`config.mk`:
```
export PLATFORM = sky130hd
export DESIGN_NAME = arch_run_ctrl
export DESIGN_NICKNAME = d
export VERILOG_FILES = /design/src/rtl/arch_pkg.sv /design/src/rtl/trace_buf.sv /design/src/rtl/arch_run_ctrl.sv
export SDC_FILE = /design/constraint.sdc
export NUM_CORES = 2
export LEC_CHECK = 0
export BUFFER_PORTS_ARGS = -buffer_cell sky130_fd_sc_hd__buf_4
export CAP_MARGIN = 5
export CORE_MARGIN = 4
export CORE_UTILIZATION = 50
export CTS_BUF_LIST = sky130_fd_sc_hd__clkbuf_16
export CTS_CLUSTER_DIAMETER = 40
export CTS_CLUSTER_SIZE = 16
export DETAILED_ROUTE_END_ITERATION = 8
export MAX_ROUTING_LAYER = met4
export PLACE_DENSITY = 0.69
export SLEW_MARGIN = 20
export SYNTH_ARGS = -nofsm -noshare
export SYNTH_HDL_FRONTEND = slang
export SYNTH_HIERARCHICAL = 1
export SYNTH_SLANG_ARGS = --single-unit
```
`constraint.sdc`:
```
create_clock -name clk -period 5.29 [get_ports clk]
set_clock_uncertainty 0.15 [all_clocks]
set_input_delay 0.529 -clock clk [delete_from_list [all_inputs] [get_ports clk]]
set_output_delay 0.529 -clock clk [all_outputs]
set_load 0.03 [all_outputs]
```
`src/rtl/arch_pkg.sv`:
```
// Shared types and Y86 status constants for the run controller and trace capture.
package arch_pkg;

  typedef enum logic [1:0] {
    ST_IDLE  = 2'd0,
    ST_RUN   = 2'd1,
    ST_PAUSE = 2'd2,
    ST_DONE  = 2'd3
  } run_state_t;

  typedef enum logic [2:0] {
    CAUSE_NONE  = 3'd0,
    CAUSE_HALT  = 3'd1,
    CAUSE_FAULT = 3'd2,
    CAUSE_LIMIT = 3'd3,
    CAUSE_STOP  = 3'd4
  } done_cause_t;

  localparam logic [2:0] STAT_AOK = 3'd1;
  localparam logic [2:0] STAT_HLT = 3'd2;
  localparam logic [2:0] STAT_ADR = 3'd3;
  localparam logic [2:0] STAT_INS = 3'd4;

  // Halt outranks any other bad status; a core-reported problem outranks limit and stop.
  function automatic done_cause_t term_cause(input logic [2:0] stat, input logic limit_hit);
    done_cause_t c;
    if (stat == STAT_HLT) begin
      c = CAUSE_HALT;
    end else if (stat != STAT_AOK) begin
      c = CAUSE_FAULT;
    end else if (limit_hit) begin
      c = CAUSE_LIMIT;
    end else begin
      c = CAUSE_STOP;
    end
    return c;
  endfunction

endpackage

```
`src/rtl/trace_buf.sv`:
```
// Circular (PC, value) trace RAM with saturating fill count and a registered
// newest-relative read port.
module trace_buf #(
  parameter int ADDR_W = 64,
  parameter int DATA_W = 64,
  parameter int DEPTH  = 16,
  parameter int IDX_W  = $clog2(DEPTH)
) (
  input  logic              clk,
  input  logic              rst_n,
  input  logic              clr,
  input  logic              wr_en,
  input  logic [ADDR_W-1:0] wr_pc,
  input  logic [DATA_W-1:0] wr_data,
  input  logic [IDX_W-1:0]  rd_idx,
  output logic [IDX_W:0]    count,
  output logic [ADDR_W-1:0] rd_pc,
  output logic [DATA_W-1:0] rd_data
);

  localparam int CNT_W = IDX_W + 1;

  logic [ADDR_W-1:0] pc_mem_r   [DEPTH];
  logic [DATA_W-1:0] data_mem_r [DEPTH];
  logic [IDX_W-1:0]  wr_ptr_r;
  logic [CNT_W-1:0]  count_r;
  logic [ADDR_W-1:0] rd_pc_r;
  logic [DATA_W-1:0] rd_data_r;
  logic [IDX_W-1:0]  rd_addr_s;

  // Newest entry sits one behind the write pointer; power-of-two depth makes the wrap free.
  assign rd_addr_s = wr_ptr_r - IDX_W'(1) - rd_idx;

  // Storage array: written only, never reset, so contents survive a restart.
  always_ff @(posedge clk) begin
    if (wr_en) begin
      pc_mem_r[wr_ptr_r]   <= wr_pc;
      data_mem_r[wr_ptr_r] <= wr_data;
    end
  end

  // Pointer, fill count and read register; read sees pre-write contents and old pointer.
  always_ff @(posedge clk) begin
    if (!rst_n) begin
      wr_ptr_r  <= '0;
      count_r   <= '0;
      rd_pc_r   <= '0;
      rd_data_r <= '0;
    end else begin
      rd_pc_r   <= pc_mem_r[rd_addr_s];
      rd_data_r <= data_mem_r[rd_addr_s];
      if (clr) begin
        wr_ptr_r <= '0;
        count_r  <= '0;
      end else if (wr_en) begin
        wr_ptr_r <= wr_ptr_r + IDX_W'(1);
        if (count_r != CNT_W'(DEPTH)) begin
          count_r <= count_r + CNT_W'(1);
        end
      end
    end
  end

  assign count   = count_r;
  assign rd_pc   = rd_pc_r;
  assign rd_data = rd_data_r;

endmodule

```
`src/rtl/arch_run_ctrl.sv`:
```
// Run controller for the Y86-64 core: gates the core enable in free-run or
// single-step mode, counts enabled cycles, and stops on halt/fault/limit/stop.
module arch_run_ctrl
  import arch_pkg::*;
#(
  parameter int ADDR_W      = 64,
  parameter int DATA_W      = 64,
  parameter int CYC_W       = 32,
  parameter int TRACE_DEPTH = 16,
  parameter int IDX_W       = $clog2(TRACE_DEPTH)
) (
  input  logic              clk,
  input  logic              rst_n,
  input  logic              start,
  input  logic              step_mode,
  input  logic              step_req,
  input  logic              stop,
  input  logic [CYC_W-1:0]  max_cycles,
  input  logic [2:0]        core_stat,
  input  logic [ADDR_W-1:0] pc_in,
  input  logic [DATA_W-1:0] watch_in,
  output logic              core_en,
  output logic [1:0]        state,
  output logic [CYC_W-1:0]  cycle_count,
  output logic [2:0]        done_cause,
  output logic [IDX_W:0]    trace_count,
  input  logic [IDX_W-1:0]  trace_rd_idx,
  output logic [ADDR_W-1:0] trace_rd_pc,
  output logic [DATA_W-1:0] trace_rd_data
);

  run_state_t  state_r;
  done_cause_t cause_r;
  logic [CYC_W-1:0] cycle_r;
  logic [CYC_W-1:0] max_r;
  logic limit_hit_s;
  logic term_s;
  logic core_en_s;
  logic launch_s;

  assign limit_hit_s = (max_r != '0) && (cycle_r == max_r);
  assign term_s      = (core_stat != STAT_AOK) || stop || limit_hit_s;
  assign launch_s    = start && ((state_r == ST_IDLE) || (state_r == ST_DONE));

  // Core enable: a terminating cycle is never enabled, and reset holds the core off.
  always_comb begin
    core_en_s = 1'b0;
    if (!rst_n || term_s) begin
      core_en_s = 1'b0;
    end else if (state_r == ST_RUN) begin
      core_en_s = 1'b1;
    end else if (state_r == ST_PAUSE) begin
      core_en_s = step_req;
    end else begin
      core_en_s = 1'b0;
    end
  end

  // Run FSM with cycle counter, latched limit and termination cause.
  always_ff @(posedge clk) begin
    if (!rst_n) begin
      state_r <= ST_IDLE;
      cause_r <= CAUSE_NONE;
      cycle_r <= '0;
      max_r   <= '0;
    end else begin
      case (state_r)
        ST_IDLE, ST_DONE: begin
          if (start) begin
            cycle_r <= '0;
            cause_r <= CAUSE_NONE;
            max_r   <= max_cycles;
            state_r <= step_mode ? ST_PAUSE : ST_RUN;
          end
        end
        ST_RUN, ST_PAUSE: begin
          if (term_s) begin
            state_r <= ST_DONE;
            cause_r <= term_cause(core_stat, limit_hit_s);
          end else if (core_en_s) begin
            cycle_r <= cycle_r + CYC_W'(1);
          end
        end
        default: begin
          state_r <= ST_IDLE;
        end
      endcase
    end
  end

  trace_buf #(
    .ADDR_W (ADDR_W),
    .DATA_W (DATA_W),
    .DEPTH  (TRACE_DEPTH),
    .IDX_W  (IDX_W)
  ) u_trace (
    .clk     (clk),
    .rst_n   (rst_n),
    .clr     (launch_s),
    .wr_en   (core_en_s),
    .wr_pc   (pc_in),
    .wr_data (watch_in),
    .rd_idx  (trace_rd_idx),
    .count   (trace_count),
    .rd_pc   (trace_rd_pc),
    .rd_data (trace_rd_data)
  );

  assign core_en     = core_en_s;
  assign state       = state_r;
  assign cycle_count = cycle_r;
  assign done_cause  = cause_r;

endmodule

```
==> flow_summary.ini <==
[worst_setup_path]
critPathCaptureType = output pin
cp.required_ns = 4.61
arrival_ns = 3.29
cp-endpoint = core_en
rrSetupSlack_ns = 1.36
r2r_cells = 8
critPathMaxFanout = 10
r2r-start = state[0]$_SDFFE_PN0P_
rr_endpoint = cycle_count[21]$_SDFFE_PN0P_
start_kind = register
crit_start = cycle_count[22]$_SDFFE_PN0P_
path_class = register to output pin

[finish]
drive_gt1_frac = 0.3090
finalNonFillerCells = 6925
syn2layout_area_growth_pct = 20.43
final_cell_area_um2 = 101600
final_common_cell = edfxtp_1
final_cell_mix = 2048 x edfxtp_1, 512 x mux4_2, 389 x buf_4
final_core_util = 0.6068
num-nets-final = 4682

[die]
core_um2 = 167400
start_util = 0.5039
core.rowCount = 150
die_x_um = 418.7
fp.dieH_um = 418.7
io_pins = 344
dieArea_um2 = 175300

[clocking]
cts_tree = built
post_cts.resized_instances = 0
clock_path_buffers = 4
cts_buffers = 290
cts_setup_buffers = 0
clkLatencyLatePin_ns = 0.88
cts_sinks = 2254
path_clk_slew_ns = 0.05
htree_levels = 5
cts-root-buf = clkbuf_16

[placement]
port_buffers = 343
routabilityCongestion = 0.8579
hpwl_um = 107500
dp_cells = 6236
dpl_cell_area_um2 = 90140

[yosys]
synth_xor_area_frac = 0.004361
synth_compound_area_frac = 0.01863
synth_top_family_by_area = multiplexers
synthCells = 3781
ys_seq_area_frac = 0.7780
syn_nets = 3967
synth_seq_cells = 2254
synth_flop_cell = edfxtp_1
synthAdderAreaFrac = 0.002017
synth.top_cell.area_share = 0.7291
syn-cell-area_um2 = 84350
synthTopCellsByArea = edfxtp_1 73%, mux4_2 14%, dfxtp_1 4.9%
synthMuxAreaShare = 0.1678
yosysUniqueCellTypes = 68
yosysWarnings = 6
async_reset_ff_frac = 0
yosys.area_share.simple = 0.01409
synth-edff-count = 2048
avgSynthCellArea_um2 = 22.31
yosysTopAreaCell = edfxtp_1

[grt]
grt_usage = 0.2302
grt_pass1_wl_um = 288600
grt_pass1_vias = 42553
antenna_found_initial = 25
grt-ovfl-total = 0
grt_max_degree = 99

[timing]
tns_ns = 0
hold_viol_final = 0
finalCritPeriodShare = 0.7496
maxSlewHeadroom = 0.3301
finalSetupViolCount = 0
worst_pin_slew_ns = 0.9986
period_needed_ns = 3.966
slew_viol_final = 0
rsz0062_at_grt = false
max_clock_freq_mhz = 252.2

[route]
routed_wl_um = 194500
vias_per_cell = 5.969
drt-initial-drc-count = 3850
num_vias = 41335
drtAntennaViolNets = 0
wl_per_cell_um = 28.09
firstDrtPassIters = 5
drc_errors = 0

[flow_run]
cap_violations = 0

[power_and_ir_drop]
vdd_drop_max_mv = 0.3885
cellLeakagePower_uw = 0.03412
power.density_nw_per_um2 = 408.3

[outcome]
outcome = completed

[min_path]
hp-class = primary input to register
[sequential cells by signal, summed over array words and instances, names as in the netlist]
signal and cells:
max_r 32, u_trace/pc_mem_r 1024, state 2, u_trace/rd_pc 64, done_cause 3, u_trace/count 5, u_trace/data_mem_r 1024, u_trace/wr_ptr_r 4
cycle_count 32, u_trace/rd_data 64
[how the worst min path moves through the flow]
| stage | from | end | cells past startpoint |
|---|---|---|---|
| global placement | max_r[18]$_SDFFE_PN0P_ | max_r[18]$_SDFFE_PN0P_ | 2 |
| floorplan | max_r[12]$_SDFFE_PN0P_ | max_r[12]$_SDFFE_PN0P_ | 2 |
| finish | max_cycles[28] | max_r[28]$_SDFFE_PN0P_ | 4 |
| global route | max_cycles[28] | max_r[28]$_SDFFE_PN0P_ | 4 |
| detailed placement | done_cause[1]$_SDFFE_PN0P_ | done_cause[1]$_SDFFE_PN0P_ | 2 |
| CTS | max_cycles[28] | max_r[28]$_SDFFE_PN0P_ | 4 |
[per-layer routing]
metal	global-route usage	routed length, µm	vias to the layer above
met5	-	0	-
met3	0.03661	12100	366
li1	-	-	17371
met2	0.3786	99930	1631
met4	0.06734	5094	0
met1	0.3013	77370	21967
[Yosys cell counts, types with 5 or more instances]
| library cell | number |
|---|---|
| xor2_1 | 40 |
| buf_1 | 6 |
| buf_6 | 32 |
| or4_1 | 5 |
| o22ai_1 | 128 |
| nor3_1 | 13 |
| mux2i_1 | 261 |
| nor4_1 | 20 |
| o21ai_0 | 8 |
| nor2_1 | 30 |
| nand4_1 | 13 |
| ha_1 | 12 |
| buf_4 | 23 |
| mux4_2 | 512 |
| and3_1 | 5 |
| nand2_1 | 99 |
| inv_1 | 19 |
| buf_2 | 101 |
| edfxtp_1 | 2048 |
| o31ai_1 | 6 |
| clkbuf_1 | 32 |
| dfxtp_1 | 206 |
| nand3_1 | 8 |
| a21oi_1 | 43 |
| a31oi_1 | 15 |
| and2_1 | 19 |
[worst max-delay path, cell delays in order, from the launching register on]
cell and delay [ns]:
dfxtp_1 0.56, xor2_1 0.12, nor4_1 0.38, nand4_1 0.18
nor3_2 0.67, nor3b_2 0.27, buf_4 0.25
[power by group]
part,leakage [µW],switching (µW),internal (µW)
clock network,0.00478,7550,12000
registers,0.0201,131,19500
logic,0.00924,1320,968
total,0.0341,8990,32500
[per-stage QoR]
step / power [µW] / hold slack, ns / worst slack, ns
6_report: 41470 / 0.3166 / 1.324
5_1_grt: 42800 / 0.2847 / 1.054
4_1_cts: 41810 / 0.2545 / 1.292
3_5_place_dp: 22210 / 0.3263 / 1.393
3_3_place_gp: 22190 / 0.3184 / 1.430
2_1_floorplan: 21330 / 0.3105 / -0.9389
[repair_timing]
item	CTS	global route
endpoints found under the setup margin	0	0
hold buffers	172	0
endpoints found under the hold margin	2088	0
[area by class of cell]
cell class                      instances  area (µm²)
Clock inverter                        207        2235
Fill cell                           11421       65820
Timing Repair Buffer                  621        5843
Multi-Input combinational cell       1309       17570
Tap cell                             2204        2758
Clock buffer                          298        7457
Sequential cell                      2254       65620
Inverter                               20       75.07
Antenna cell                           12       30.03
[cells by family after synthesis]
kind of cell / Yosys count
XOR/XNOR: 42
flip-flops: 2254
adder cells (fa/ha/maj): 13
AND/OR/NAND/NOR: 237
multiplexers: 774
AO/OA/AOI/OAI: 243
buffers and inverters: 218
(Power assumes the default switching activity.)
